--- src/rtl/fetch_pkg.sv ---
// Shared types and constants for the fetch front-end (fetch_fifo, fetch_queue).
package fetch_pkg;

  localparam int XLEN = 32;
  localparam logic [31:0] NOP_INSTR = 32'h0000_0013;
  localparam logic [XLEN-1:0] DEFAULT_RESET_PC = '0;

  typedef enum logic {
    FM_IMEM = 1'b0,
    FM_EXT  = 1'b1
  } fetch_mode_e;

  typedef struct packed {
    logic [31:0]     instr;
    logic [XLEN-1:0] pc;
  } fetch_entry_t;

endpackage

--- src/rtl/fetch_fifo.sv ---
// Synchronous FIFO of fetch entries with push, pop, synchronous clear and occupancy.
module fetch_fifo
  import fetch_pkg::*;
#(
  parameter int DEPTH = 4,
  localparam int AW = $clog2(DEPTH),
  localparam int CW = $clog2(DEPTH + 1)
) (
  input  logic          clk,
  input  logic          reset,
  input  logic          clear,
  input  logic          push,
  input  fetch_entry_t  push_data,
  input  logic          pop,
  output fetch_entry_t  head,
  output logic [CW-1:0] count,
  output logic          empty,
  output logic          full
);

  fetch_entry_t mem [DEPTH];
  logic [AW-1:0] wr_ptr;
  logic [AW-1:0] rd_ptr;
  logic [CW-1:0] count_q;
  logic          do_push;
  logic          do_pop;

  assign empty   = (count_q == '0);
  assign full    = (count_q == CW'(DEPTH));
  assign do_push = push && !full;
  assign do_pop  = pop && !empty;
  assign head    = mem[rd_ptr];
  assign count   = count_q;

  // Pointers rely on DEPTH being a power of two to wrap for free.
  always_ff @(posedge clk) begin
    if (reset || clear) begin
      wr_ptr  <= '0;
      rd_ptr  <= '0;
      count_q <= '0;
    end else begin
      if (do_push) wr_ptr <= wr_ptr + 1'b1;
      if (do_pop)  rd_ptr <= rd_ptr + 1'b1;
      count_q <= count_q + CW'(do_push) - CW'(do_pop);
    end
  end

  always_ff @(posedge clk) begin
    if (reset) begin
      for (int i = 0; i < DEPTH; i++) begin
        mem[i] <= fetch_entry_t'{instr: NOP_INSTR, pc: '0};
      end
    end else if (do_push && !clear) begin
      mem[wr_ptr] <= push_data;
    end
  end

endmodule

--- src/rtl/fetch_queue.sv ---
// Fetch front-end: PC generator, single-outstanding imem fetch, external instruction
// input and a decode-facing instruction queue. Optional perf counters: FETCH_PERF_EN.
module fetch_queue
  import fetch_pkg::*;
#(
  parameter int              XLEN     = 32,
  parameter int              DEPTH    = 4,
  parameter int              IMEM_AW  = 12,
  parameter logic [XLEN-1:0] RESET_PC = DEFAULT_RESET_PC
) (
  input  logic                       clk,
  input  logic                       reset,
  input  logic                       instr_mode,
  input  logic                       ext_valid,
  input  logic [31:0]                ext_instr,
  output logic                       ext_ready,
  output logic                       imem_req,
  output logic [IMEM_AW-1:0]         imem_addr,
  input  logic [31:0]                imem_rdata,
  input  logic                       redirect_valid,
  input  logic [XLEN-1:0]            redirect_pc,
  output logic                       d_valid,
  input  logic                       d_ready,
  output logic [31:0]                d_instr,
  output logic [XLEN-1:0]            d_pc,
  output logic [XLEN-1:0]            d_pc_plus4,
  output logic [$clog2(DEPTH+1)-1:0] count,
  output logic [31:0]                perf_redirects,
  output logic [31:0]                perf_bubbles
);

  // Handshakes: a transfer happens on a rising edge where valid && ready are both high;
  // ext_ready and d_valid never depend on the partner's valid/ready in the same cycle.

  fetch_mode_e     mode_q;
  logic            inflight;
  logic [XLEN-1:0] fetch_pc;
  logic [XLEN-1:0] req_pc;
  logic            switch_pending;
  logic            mem_push;
  logic            ext_push;
  logic            push;
  logic            pop;
  logic            empty;
  logic            full;
  fetch_entry_t    push_data;
  fetch_entry_t    head;

  // A pending mode change stops new fetches/accepts so the queue can drain.
  assign switch_pending = ((mode_q == FM_EXT) != instr_mode);

  assign imem_req  = !reset && (mode_q == FM_IMEM) && !switch_pending && !redirect_valid
                     && !inflight && ((int'(count) + int'(inflight)) < DEPTH);
  assign imem_addr = fetch_pc[IMEM_AW-1:0];
  assign ext_ready = !reset && (mode_q == FM_EXT) && !switch_pending && !redirect_valid && !full;

  assign mem_push  = inflight && !redirect_valid && !reset;
  assign ext_push  = ext_valid && ext_ready;
  assign push      = mem_push || ext_push;
  assign push_data = mem_push ? fetch_entry_t'{instr: imem_rdata, pc: req_pc}
                              : fetch_entry_t'{instr: ext_instr, pc: fetch_pc};
  assign pop       = d_valid && d_ready && !redirect_valid;

  fetch_fifo #(.DEPTH(DEPTH)) u_fifo (
    .clk       (clk),
    .reset     (reset),
    .clear     (redirect_valid),
    .push      (push),
    .push_data (push_data),
    .pop       (pop),
    .head      (head),
    .count     (count),
    .empty     (empty),
    .full      (full)
  );

  assign d_valid    = !empty;
  assign d_instr    = empty ? '0 : head.instr;
  assign d_pc       = empty ? '0 : head.pc;
  assign d_pc_plus4 = empty ? '0 : head.pc + XLEN'(4);

  always_ff @(posedge clk) begin
    if (reset) begin
      fetch_pc <= RESET_PC;
      req_pc   <= '0;
      inflight <= 1'b0;
      mode_q   <= FM_IMEM;
    end else begin
      if (redirect_valid) begin
        fetch_pc <= redirect_pc & ~XLEN'(3);
        inflight <= 1'b0;
      end else if (imem_req) begin
        inflight <= 1'b1;
        req_pc   <= fetch_pc;
        fetch_pc <= fetch_pc + XLEN'(4);
      end else begin
        if (ext_push) fetch_pc <= fetch_pc + XLEN'(4);
        inflight <= 1'b0;
      end
      if ((count == '0) && !inflight && !push) begin
        mode_q <= instr_mode ? FM_EXT : FM_IMEM;
      end
    end
  end

`ifdef FETCH_PERF_EN
  logic [31:0] redirect_cnt;
  logic [31:0] bubble_cnt;

  always_ff @(posedge clk) begin
    if (reset) begin
      redirect_cnt <= '0;
      bubble_cnt   <= '0;
    end else begin
      if (redirect_valid && (redirect_cnt != '1)) redirect_cnt <= redirect_cnt + 32'd1;
      if (d_ready && !d_valid && (bubble_cnt != '1)) bubble_cnt <= bubble_cnt + 32'd1;
    end
  end

  assign perf_redirects = redirect_cnt;
  assign perf_bubbles   = bubble_cnt;
`else
  assign perf_redirects = '0;
  assign perf_bubbles   = '0;
`endif

endmodule

--- config.mk ---
export PLATFORM = sky130hd
export DESIGN_NAME = fetch_queue
export DESIGN_NICKNAME = d
export VERILOG_FILES = /design/src/rtl/fetch_pkg.sv /design/src/rtl/fetch_fifo.sv /design/src/rtl/fetch_queue.sv
export SDC_FILE = /design/constraint.sdc
export NUM_CORES = 1
export LEC_CHECK = 0
export BUFFER_PORTS_ARGS = -buffer_cell sky130_fd_sc_hd__clkbuf_2
export CAP_MARGIN = 10
export CORE_ASPECT_RATIO = 1.2
export CORE_MARGIN = 5
export CORE_UTILIZATION = 35
export CTS_CLUSTER_SIZE = 30
export DETAILED_ROUTE_END_ITERATION = 16
export GPL_ROUTABILITY_DRIVEN = 0
export MAX_ROUTING_LAYER = met4
export PLACE_DENSITY = 0.65
export SYNTH_ARGS = -nofsm -noshare
export SYNTH_HDL_FRONTEND = slang
export SYNTH_HIERARCHICAL = 1
export SYNTH_SLANG_ARGS = --single-unit
--- constraint.sdc ---
create_clock -name clk -period 7.4 [get_ports clk]
set_input_delay 0.37 -clock clk [delete_from_list [all_inputs] [get_ports clk]]
set_output_delay 0.37 -clock clk [all_outputs]
set_load 0.02 [all_outputs]
Yosys cells after proc, flatten, opt, wreduce, memory -nomap -nowiden. Memories as Yosys holds them, arrays and structs flattened. A register that Yosys moved wholly into a read port is not among the register bits. Cells that the tools add are included.

Memories: 1. Logic and storage cells: 74. Output and inout bits: 178. Bits of input ports: 102. Bits in registers: 73. Memory bits (writable): 256.

Eq/ne operators: 2. Add/subtract/negate cells: 7. Bitwise logic cells: 2. Multiplexer cells: 19. Order comparisons: 1. Reductions and logical operators: 34.

Memories: u_fifo.mem (depth 4, bits a word 64, read ports 1, clocked after Yosys merged registers in 1, wr ports 4, RTL line fetch_fifo.sv:21) `fetch_entry_t mem [DEPTH];`.

Operator list (count): $mux W32 (6); $mux W64 (2); $add A32 B3 Y32 const B (2); $reduce_or A64 Y1 (1); $logic_and A1 B1 Y1 (19); $mux W1 (8); $logic_not A1 Y1 (7); $mux W2 (3); $add A2 B1 Y2 const B (2); $add A3 B1 Y4 (1); $lt A4 B3 Y1 const B (1); $add A3 B1 Y3 (1); $eq A3 B3 Y1 const B (1); $logic_not A3 Y1 (1); $reduce_bool A3 Y1 (1); $sub A3 B1 Y3 (1); $logic_or A1 B1 Y1 (2); $not A1 Y1 (2); $reduce_and A2 Y1 (1); $reduce_bool A2 Y1 (1); $reduce_or A2 Y1 (1); $ne A1 B1 Y1 (1).

Depth between registers and ports, before layout. Gate-level depths: netlist (run 1).

Depth in word-level cells: 14. Depth in mapped cells: 15. Gate-level depth less buffers: 12.

By module. The synthesis (run 1) kept the hierarchy.

By module, submodules not included: fetch_fifo (area an instance 11462.2 µm², sequential area each 7867.5 µm², instances 1, cells an instance 670); fetch_queue (area an instance 5387.7 µm², sequential area each 1241.2 µm², instances 1, cells an instance 705).

Worst setup path before layout (run 1). OpenSTA, ideal clock, no wires.

Path type: input -> register. Start: input reset. End: memory u_fifo/mem[3][0] in the netlist's numbering (enable). Setup slack: 206 ps. Cell stages on the path: 9. Path buffers: 4. Setup time: 582 ps. Arrival: 6612 ps. Required time: 6818 ps. Cell sequence: clkbuf_1 > nor2_1 > and2_1 > clkbuf_1 > clkbuf_1 > clkbuf_1 > nand2b_1 > nand2b_1 > o31ai_1.

RTL lines: from (decl) (RTL line fetch_queue.sv:12) `input logic reset,`; to (decl) (RTL line fetch_fifo.sv:21).

==> flow_summary_export.csv, run 1 <==
group,metric,value,unit
status,outcome,"finished clean",
logic_synthesis,syn_area,16800,µm²
sta,final.setup.tns,0,ns
floorplanning,chipHeight,250,µm
floorplanning,dieWidth,210,µm
cts,number_of_buffers_added_by_the_clock_tree_synthesis_step,36,
logic_synthesis,yosysSeqAreaShare,0.541,
global_route,grt_max_degree,97,
route,totalWireLength,40500,µm
logic_synthesis,yosys.cell_count.top_type,"edfxtp_1",
sta,hold_viol_final,0,
logic_synthesis,postSynth.asyncResetShare,0,
global_route,grt_pass1_wl,62700,µm
logic_synthesis,synthesis_warning_total,6,
cts,clk_pin_slew_worst_paths,0.06,ns
setup_path,cp_data_arrival_time,3.98,ns
floorplanning,rows,88,
setup_path,critical_path.slowest_cell,"dfxtp_4",
global_route,grt_use_total,0.155,
cts,cts_buffer_depth,3,
logic_synthesis,synthesis.area_per_instance,12.3,µm²
logic_synthesis,netlist_instances,1375,
global_route,grt_remaining_overflow,0,
power_and_ir_drop,vdd_ir_drop_max,0.138,mV
route,viasPerCell,4.89,
setup_path,worstPathCellList,"mux4_2 > and4_1 > nand4_1 > or3_1 > a21oi_1 > clkbuf_2",
logic_synthesis,post_synth_fa_ha_maj_area_fraction,0.00416,
setup_path,timing.setup.critical_path_class,"register to primary output",
floorplanning,core_area,47900,µm²
power_and_ir_drop,total_leakage_power,6.98,nW
power_and_ir_drop,power-per-cell-area,208,nW/µm²
flow_run,maxCapViolCount,0,
cts,post_cts_resize_count,0,
global_route,antenna_found_initial,0,
logic_synthesis,synth.area.top_cells,"edfxtp_1 (46%), and2_1 (9.2%), mux4_2 (8.6%)",
logic_synthesis,ys_top_cells_by_count,"edfxtp_1 (256), and2_1 (248), nand2_1 (89)",
logic_synthesis,synth_top_family_by_area,"simple AND/OR/NAND/NOR gates",
cells_and_area,layout-area-overhead-vs-synth,14.0,%
cells_and_area,drive_gt1_frac,0.272,
logic_synthesis,synth.mux.area_fraction,0.125,
cts,postCtsSetupRepairBufs,0,
setup_path,path_buf_inv,1,
route,drt_iter0_markers,612,
route,drt_pass1_iterations,4,
logic_synthesis,synth_top_area_share,0.456,
cells_and_area,finish.net_count,1649,
cts,tritoncts,"built",
setup_path,worstSetupStartpointType,"register",
sta,worstMarginPinSlew,1.13,ns
logic_synthesis,ys_dominant_reg_cell,"edfxtp_1",
cts,cts.sink_count,327,
place,port-buffer-count,211,
cts,post_cts_hold_buffer_count,0,
sta,final_min_period_over_clock_period,0.587,
route,routed-via-count,10740,
logic_synthesis,synth_cell_type_count,59,
logic_synthesis,synth_top_area_cell,"edfxtp_1",
setup_path,cp_top_family,"simple AND/OR/NAND/NOR gates",
sta,maxSlewHeadroom,0.249,
route,wl_per_cell,18.4,µm
setup_path,ff2ff_setup_slack,3.67,ns
global_route,grt_pass1_vias,11221,
power_and_ir_drop,totalPowerFinal,3.99,mW
cts,cts-htree-levels,2,
sta,post-route-min-period,4.35,ns
sta,grt_setup_unrepaired,"false",
setup_path,crit_path_max_incr_delay,1.06,ns
sta,fin_skew,0.0173,ns
floorplanning,io-pin-count,280,
logic_synthesis,synth_xor_xnor_area_share,0.0255,
logic_synthesis,yosys_register_bits,327,
floorplanning,initial_utilization,0.352,
route,drc_errors,0,
sta,fmax,230,MHz
worst_hold_path,min_path_type,"primary input to register",
cts,clock_tree.root_cell,"clkbuf_16",
cts,insertion_delay,0.52,ns
place,dpl.hpwl,24900,µm
cells_and_area,antenna_cells_inserted,0,
sta,finalSetupViolCount,0,
logic_synthesis,synth_simple_gate_area_share,0.194,
route,drt.antenna.violating_nets,0,
setup_path,worst-path-max-fanout,64,
sta,final_max_slew_viol_count,0,
cells_and_area,postLayoutCoreUtil,0.401,
setup_path,crit_required,7.03,ns
logic_synthesis,synth-compound-area-share,0.0461,
setup_path,end_kind,"primary output",
floorplanning,dieArea,52600,µm²
cells_and_area,num-fill-cells,4537,
logic_synthesis,synth-edff-count,256,
## area by class of cell
class / instances / area [µm²] / share of cell area
clock buffers: 45 / 977 / 0.0509
clock inverters: 16 / 115 / 0.00599
inverters: 17 / 63.8 / 0.00332
multi-input cells: 935 / 6980 / 0.364
flip-flops and latches: 327 / 9120 / 0.475
well taps: 630 / 788 / 0.0411
repair buffers: 225 / 1160 / 0.0605
## path summary, 6_finish.rpt
path | from | to | cells past startpoint
worst max-delay path | register | d_pc_plus4[21] | 6
worst min-delay path | redirect_pc[2] | fetch_pc[2]$_SDFFE_PP0P_ | 3
worst max register to register | u_fifo/count[1]$_SDFF_PP0_ | u_fifo/mem[2][48]$_SDFFCE_PN0P_ | 9
worst min register to register | req_pc[19]$_SDFFE_PP0P_ | req_pc[19]$_SDFFE_PP0P_ | 2
## per-stage QoR
step                hold slack (ns)  instances  area [µm²]  setup WS (ns)
floorplan                     0.433       1448       17100          0.206
global placement              0.438       2134       18100           2.85
detailed placement            0.445       2134       18100           2.83
CTS                          0.0581       2195       19200           2.93
global route                 0.0707       2195       19200           2.76
finish                       0.0833       2195       19200           3.05
## report_power, final
| group | leakage (nW) | total, mW | switching [mW] | internal [mW] |
|---|---|---|---|---|
| sequential | 3.18 | 2.07 | 0.0337 | 2.04 |
| combinational | 3.27 | 0.251 | 0.164 | 0.0874 |
| clock | 0.525 | 1.67 | 0.697 | 0.969 |
## cells in the final DEF, fill, tap and decap left out, drive strengths merged, types with 30 or more instances in the layout
cell type / instances
and2: 248
nor2b: 64
edfxtp: 256
xnor2: 35
nand2: 89
nor2: 68
mux4: 64
conb: 74
a211oi: 30
mux2: 58
dfxtp: 71
clkbuf: 256
a21oi: 40
## worst register-to-register path: stages (launching register included)
cell	delay, ns
dfxtp_1	0.50
nor3b_2	0.12
nor3_1	0.30
nand4_1	0.14
buf_4	0.25
nand2b_1	0.19
or3b_4	0.49
nor4b_4	0.25
or2_4	0.51
buf_4	0.58
## logic make-up after synthesis
kind of cell | count (synthesis)
AOI/OAI and AO/OA | 109
xor gates and xnor gates | 49
adders and majority gates | 5
buffers and inverters | 186
DFF | 327
muxes | 123
other | 1
and+or+nand+nor | 575
## per-layer routing
layer  track usage  routed length, µm  share of wire  up-vias
li1              -                  -              -     5074
met1         0.181              16200           0.40     5272
met2         0.275              21100           0.52      342
met3        0.0219               2140          0.053       52
met4        0.0483               1070          0.027        0
met5             -                  0              0        -
## flip-flops by register name, summed over array words and instances, names as in the netlist, named ones only
register and cells:
inflight 1, req_pc 30, u_fifo/mem 256, fetch_pc 30
u_fifo/count 3, u_fifo/rd_ptr 2, u_fifo/wr_ptr 2, mode_q 1
Power figures use the tool's default switching activity.
==> inputs of run 2 (changes only) <==
--- a/config.mk
+++ b/config.mk
@@ -14,7 +14,7 @@
 export DETAILED_ROUTE_END_ITERATION = 16
 export GPL_ROUTABILITY_DRIVEN = 0
 export MAX_ROUTING_LAYER = met4
-export PLACE_DENSITY = 0.65
+export PLACE_DENSITY = 0.63
 export SYNTH_ARGS = -nofsm -noshare
 export SYNTH_HDL_FRONTEND = slang
 export SYNTH_HIERARCHICAL = 1
==> constraint.sdc (replaced) <==
create_clock -name clk -period 4.09 [get_ports clk]
set_input_delay 0.2045 -clock clk [delete_from_list [all_inputs] [get_ports clk]]
set_output_delay 0.2045 -clock clk [all_outputs]
set_load 0.02 [all_outputs]
==> run 2 against run 1 <==
  * Sequential share of layout area shrank 1.1 points
  * Critical path depth is the same
  * Highest routed layer unchanged
  * Clock skew shrank 0.0072 ns
  * Clock power grew 89%
  * Worst hold slack lost 0.064 ns
  * Register-to-register slack lost 2.7 ns
  * Largest cell class unchanged
  * Utilization grew 0.92 points
  * Total power grew 85%
==> flow_summary_export.csv, run 2 (synthesis results as in run 1) <==
group,metric,value,unit
cells_and_area,num-fill-cells,4523,
sta,final_min_period_over_clock_period,0.879,
setup_path,ff2ff_setup_slack,0.98,ns
floorplanning,dieArea,52600,µm²
setup_path,worst-path-max-fanout,36,
place,detailed_place.area,18200,µm²
cts,tritoncts,"built",
floorplanning,rows,88,
route,totalWireLength,41100,µm
global_route,grt_remaining_overflow,0,
cells_and_area,postLayoutCoreUtil,0.410,
power_and_ir_drop,total_leakage_power,7.19,nW
global_route,grt_max_degree,67,
power_and_ir_drop,vdd_ir_drop_max,0.277,mV
floorplanning,io-pin-count,280,
global_route,antenna_found_initial,0,
sta,post-route-min-period,3.60,ns
place,post-place-cells,2144,
cells_and_area,registers.top_by_ff_count,"u_fifo/mem",
cts,cts_buffer_depth,3,
global_route,gr-usage-met2,0.275,
route,viasPerCell,4.86,
sta,maxSlewHeadroom,0.368,
setup_path,worstSetupStartpointType,"register",
global_route,global_route.usage.met1,0.191,
setup_path,rr_startpoint,"u_fifo/count[2]$_SDFF_PP0_",
global_route,busiest_layer_in_global_routing,"met2",
sta,hold_viol_final,0,
cts,cts-htree-levels,2,
route,drc_errors,0,
cells_and_area,finish.net_count,1686,
cells_and_area,drive_gt1_frac,0.273,
sta,finalSetupViolCount,0,
floorplanning,initial_utilization,0.352,
sta,grt_setup_unrepaired,"false",
route,drt_iter0_markers,560,
cts,postCtsSetupRepairBufs,0,
place,dpl.hpwl,25700,µm
cells_and_area,largest_reg_flops,256,
setup_path,crit_required,3.89,ns
setup_path,end_kind,"primary output",
cts,clk_pin_slew_worst_paths,0.06,ns
floorplanning,dieWidth,210,µm
sta,fmax,278,MHz
cells_and_area,largestRegisters,"u_fifo/mem x256, fetch_pc x30, req_pc x30",
worst_hold_path,min_path_type,"primary input to register",
cts,post_cts_resize_count,0,
global_route,grt_pass1_vias,11215,
global_route,grt_util_met3,0.0215,
cts,insertion_delay,0.52,ns
setup_path,worstSetupEndpoint,"d_pc_plus4[21]",
setup_path,timing.rr.end,"u_fifo/mem[2][22]$_SDFFCE_PN0P_",
place,port-buffer-count,211,
cells_and_area,layout-area-overhead-vs-synth,16.6,%
global_route,grt_use_total,0.158,
cts,number_of_buffers_added_by_the_clock_tree_synthesis_step,36,
cells_and_area,finalInstanceArea,19600,µm²
cells_and_area,layout_commonest_cell,"edfxtp_1",
route,drt_pass1_iterations,6,
setup_path,r2r.worst_path.cells,8,
sta,worstMarginPinSlew,0.948,ns
global_route,grt_pass1_wl,63600,µm
status,outcome,"finished clean",
power_and_ir_drop,power-per-cell-area,376,nW/µm²
route,wl_per_cell,18.4,µm
route,drt.antenna.violating_nets,0,
floorplanning,core_area,47900,µm²
cells_and_area,antenna_cells_inserted,0,
cells_and_area,most-common-layout-cells,"edfxtp_1 (256), and2_1 (247), clkbuf_2 (211), nand2_1 (88), conb_1 (74)",
sta,final.setup.tns,0,ns
flow_run,maxCapViolCount,0,
cts,clock_tree.root_cell,"clkbuf_16",
sta,final_max_slew_viol_count,0,
setup_path,cp_data_arrival_time,3.39,ns
route,routed-via-count,10843,
floorplanning,chipHeight,250,µm
setup_path,timing.setup.critical_path_class,"register to primary output",
cells_and_area,final-instance-count-excl-fill,2233,
cts,cts.sink_count,327,
power_and_ir_drop,totalPowerFinal,7.38,mW
sta,fin_skew,0.0101,ns
## run 2: cell count changes in the layout (fill, tap and decap cells not counted), sizes merged
cell         delta
buf            +10
bufinv          +2
clkinv          -2
clkinvlp        -1
dlygate4sd3    +27
inv             +2
## run 2: metrics by stage
| step | hold WS (ns) | setup slack [ns] |
|---|---|---|
| floorplan | 0.346 | 0.253 |
| global placement | 0.438 | 0.984 |
| detailed placement | 0.443 | 0.957 |
| CTS | 0.00278 | 0.429 |
| global route | 0.0427 | 0.278 |
| finish | 0.0195 | 0.495 |
## run 2: worst max-delay path, cell delays in order (launching register included)
cell	delay [ns]
dfxtp_4	0.74
mux4_2	0.43
and4_1	0.30
nand3_1	0.45
or3_1	0.48
a21oi_1	0.22
clkbuf_2	0.21
## run 2: metal layers
layer / vias up / part of all wire
met5: - / 0
met4: 0 / 0.026
met3: 49 / 0.053
met2: 312 / 0.51
met1: 5335 / 0.41
li1: 5147 / -
## run 2: power breakdown
part | leakage [nW] | switching (mW) | internal (mW) | total [mW]
Sequential | 3.18 | 0.0621 | 3.68 | 3.75
Clock | 0.552 | 1.27 | 1.88 | 3.15
Combinational | 3.45 | 0.303 | 0.184 | 0.486
Total | 7.19 | 1.64 | 5.74 | 7.38
## run 2: layout make-up
type                    instances  area (µm²)  area share
flip-flops and latches        327        9120       0.464
clock inverters                17         164     0.00834
clock buffers                  45         976      0.0497
repair buffers                262        1560      0.0792
multi-input cells             935        6980       0.355
well taps                     630         788      0.0401
inverters                      17        63.8     0.00325
## run 2: worst min-delay path by stage
stage	to	slack (ns)	cells after the start	start
CTS	fetch_pc[28]$_SDFFE_PP0P_	0.003	3	redirect_pc[28]
floorplan	fetch_pc[25]$_SDFFE_PP0P_	0.35	2	redirect_pc[25]
global route	fetch_pc[28]$_SDFFE_PP0P_	0.04	3	redirect_pc[28]
detailed placement	req_pc[19]$_SDFFE_PP0P_	0.44	2	req_pc[19]$_SDFFE_PP0P_
finish	fetch_pc[28]$_SDFFE_PP0P_	0.02	3	redirect_pc[28]
global placement	req_pc[29]$_SDFFE_PP0P_	0.44	2	req_pc[29]$_SDFFE_PP0P_
## run 2: what timing repair did
item	CTS	global route
hold buffers	27	0
endpoints found under the setup margin	0	0
endpoints found under the hold margin	27	0
==> inputs of run 3 (changes only) <==
--- a/config.mk
+++ b/config.mk
@@ -5,10 +5,9 @@
 export SDC_FILE = /design/constraint.sdc
 export NUM_CORES = 1
 export LEC_CHECK = 0
+export ABC_AREA = 1
 export BUFFER_PORTS_ARGS = -buffer_cell sky130_fd_sc_hd__clkbuf_2
-export CAP_MARGIN = 10
 export CORE_ASPECT_RATIO = 1.2
-export CORE_MARGIN = 5
 export CORE_UTILIZATION = 35
 export CTS_CLUSTER_SIZE = 30
 export DETAILED_ROUTE_END_ITERATION = 16
==> run 3 against run 2 <==
  * Cell count rose by 30%
  * Sequential power barely moved
  * Wire length up 23%
  * Non-clock buffer count decreased by 10
  * Critical path type unchanged
  * Largest cell class unchanged
==> flow_summary_export.csv, run 3 <==
group,metric,value,unit
status,outcome,"finished clean",
sta,hold_viol_final,0,
cts,clk_pin_slew_worst_paths,0.06,ns
cts,number_of_buffers_added_by_the_clock_tree_synthesis_step,37,
cells_and_area,finalInstanceArea,20200,µm²
floorplanning,dieWidth,207,µm
setup_path,timing.setup.critical_path_class,"register to primary output",
sta,grt_setup_unrepaired,"false",
logic_synthesis,yosys_register_bits,327,
setup_path,worst-path-max-fanout,36,
sta,final_min_period_over_clock_period,0.925,
logic_synthesis,synth_top_family_by_area,"simple AND/OR/NAND/NOR gates",
sta,worstMarginPinSlew,1.09,ns
floorplanning,io-pin-count,280,
place,port-buffer-count,211,
setup_path,end_kind,"primary output",
logic_synthesis,synth_top_area_cell,"edfxtp_1",
route,drt_iter0_markers,1125,
global_route,grt_max_degree,94,
cells_and_area,layout_commonest_cell,"nor2_1",
power_and_ir_drop,total_leakage_power,8.01,nW
logic_synthesis,syn_area,17700,µm²
logic_synthesis,synth.mux.area_fraction,0.0204,
cts,clock_tree.root_cell,"clkbuf_16",
sta,post-route-min-period,3.78,ns
sta,fmax,264,MHz
logic_synthesis,ys_top_cells_by_count,"nor2_1 (425), edfxtp_1 (256), nand2_1 (249)",
logic_synthesis,yosysSeqAreaShare,0.515,
logic_synthesis,synth_xor_xnor_area_share,0.00742,
setup_path,worstSetupStartpointType,"register",
floorplanning,chipHeight,248,µm
logic_synthesis,synthesis.area_per_instance,8.46,µm²
cells_and_area,finish.net_count,2353,
logic_synthesis,synth_top_area_share,0.434,
sta,final.setup.tns,0,ns
route,routed-via-count,14578,
global_route,grt_use_total,0.200,
sta,final_max_slew_viol_count,0,
power_and_ir_drop,power-per-cell-area,373,nW/µm²
logic_synthesis,postSynth.asyncResetShare,0,
place,detailed_place.area,18900,µm²
global_route,grt_pass1_wl,78100,µm
logic_synthesis,synth-edff-count,256,
route,viasPerCell,5.00,
setup_path,crit_required,3.89,ns
cells_and_area,registers.top_by_ff_count,"u_fifo/mem",
cells_and_area,postLayoutCoreUtil,0.407,
flow_run,maxCapViolCount,0,
place,dpl.hpwl,33200,µm
cts,cts.sink_count,327,
floorplanning,dieArea,51500,µm²
sta,fin_skew,0.0122,ns
logic_synthesis,synth-compound-area-share,0.108,
sta,maxSlewHeadroom,0.275,
route,drc_errors,0,
cts,cts-htree-levels,2,
floorplanning,rows,89,
floorplanning,initial_utilization,0.357,
route,totalWireLength,50800,µm
worst_hold_path,hold_path_startpoint,"instr_mode",
cells_and_area,largestRegisters,"u_fifo/mem x256, fetch_pc x30, req_pc x30",
logic_synthesis,yosys.cell_count.top_type,"nor2_1",
cells_and_area,most-common-layout-cells,"nor2_1 (425), edfxtp_1 (256), nand2_1 (246), inv_1 (212), o21ai_0 (212)",
setup_path,rr_startpoint,"u_fifo/count[1]$_SDFF_PP0_",
power_and_ir_drop,vdd_ir_drop_max,0.233,mV
logic_synthesis,synth_simple_gate_area_share,0.227,
cells_and_area,drive_gt1_frac,0.178,
global_route,grt_pass1_vias,13871,
setup_path,cp_data_arrival_time,3.58,ns
floorplanning,core_area,49600,µm²
logic_synthesis,netlist_instances,2092,
logic_synthesis,post_synth_fa_ha_maj_area_fraction,0.00396,
global_route,antenna_found_initial,1,
cts,tritoncts,"built",
logic_synthesis,synth.area.top_cells,"edfxtp_1 (43%), nor2_1 (9.0%), dfxtp_1 (8.0%)",
logic_synthesis,ys_dominant_reg_cell,"edfxtp_1",
route,drt.antenna.violating_nets,0,
sta,finalSetupViolCount,0,
worst_hold_path,min_path_type,"primary input to register",
cells_and_area,layout-area-overhead-vs-synth,13.9,%
logic_synthesis,synth_cell_type_count,46,
global_route,grt_remaining_overflow,0,
cts,cts_buffer_depth,3,
logic_synthesis,synthesis_warning_total,6,
route,drt_pass1_iterations,5,
route,wl_per_cell,17.4,µm
cts,insertion_delay,0.52,ns
cells_and_area,largest_reg_flops,256,
-- run 3: cell types whose count changed in the layout (fill, tap and decap cells not counted), sizes merged, moves of 29 or more --
| cell | before | now |
|---|---|---|
| nor2 | 68 | 457 |
| a211oi | 30 | 1 |
| o21ai | 16 | 220 |
| nor3 | 7 | 142 |
| o22ai | 0 | 65 |
| nor2b | 64 | 0 |
| and2 | 248 | 1 |
| mux4 | 64 | 0 |
| nand3 | 21 | 52 |
| nand2 | 89 | 261 |
| inv | 19 | 225 |
| xnor2 | 35 | 2 |
-- run 3: logic make-up after synthesis --
kind of cell,count (synthesis)
XOR/XNOR,15
adder cells (fa/ha/maj),5
other,1
AO/OA/AOI/OAI,359
buffers and inverters,431
flip-flops,327
AND/OR/NAND/NOR,922
multiplexers,32
-- run 3: power breakdown --
group	internal (mW)	switching, mW
registers	3.70	0.0698
logic	0.166	0.412
clock network	1.86	1.32
-- run 3: path summary, 6_finish.rpt --
| check | endpoint | slack, ns | cells after the start |
|---|---|---|---|
| setup reg to reg | u_fifo/mem[2][41]$_SDFFCE_PN0P_ | 0.89 | 12 |
| hold / removal | mode_q$_SDFFE_PP0P_ | 0.02 | 3 |
| hold reg to reg | req_pc[6]$_SDFFE_PP0P_ | 0.45 | 2 |
| setup / recovery | d_pc_plus4[22] | 0.31 | 11 |
-- run 3: per-stage QoR --
| step | hold WS, ns | total power [mW] | worst slack, ns | instances |
|---|---|---|---|---|
| after floorplan | 0.365 | 4.26 | 0.365 | 2159 |
| after global placement | 0.434 | 4.40 | 0.783 | 2835 |
| after detailed placement | 0.439 | 4.41 | 0.774 | 2835 |
| after CTS | 0.00163 | 7.58 | 0.185 | 2912 |
| after global routing | 0.0220 | 7.79 | 0.0754 | 2913 |
| final | 0.0172 | 7.53 | 0.307 | 2913 |
-- run 3: worst max-delay path: stages (launching register included) --
cell and delay (ns):
dfxtp_4 0.47, clkinv_2 0.36, buf_12 0.25, o21ai_0 0.10
o22ai_1 0.37, nand2_1 0.19, nor3_1 0.39, nand2_1 0.13
nor3_1 0.36, xor2_1 0.18, nor2_1 0.05, clkbuf_2 0.19
-- run 3: what timing repair did --
item,4_1_cts,5_1_grt
buffers inserted,0,0
hold endpoints to repair,9,0
endpoints found under the setup margin,0,5
hold buffers,9,0
resized for setup,0,1
-- run 3: area by class of cell --
type / count / area, µm²
fillers: 4933 / 29400
flip-flops and latches: 327 / 9110
multi-input cells: 1401 / 6790
repair buffers: 252 / 1450
clock buffers: 48 / 1040
inverters: 227 / 855
well taps: 637 / 797
clock inverters: 20 / 125
diodes: 1 / 2.50
-- run 3: routing by layer --
layer | share of wire | wire, µm | global-route usage | vias to the layer above
met5 | 0 | 0 | - | -
met4 | 0.025 | 1280 | 0.0601 | 0
met3 | 0.069 | 3490 | 0.0303 | 68
met2 | 0.49 | 24800 | 0.343 | 630
met1 | 0.42 | 21200 | 0.245 | 6781
li1 | - | - | - | 7099
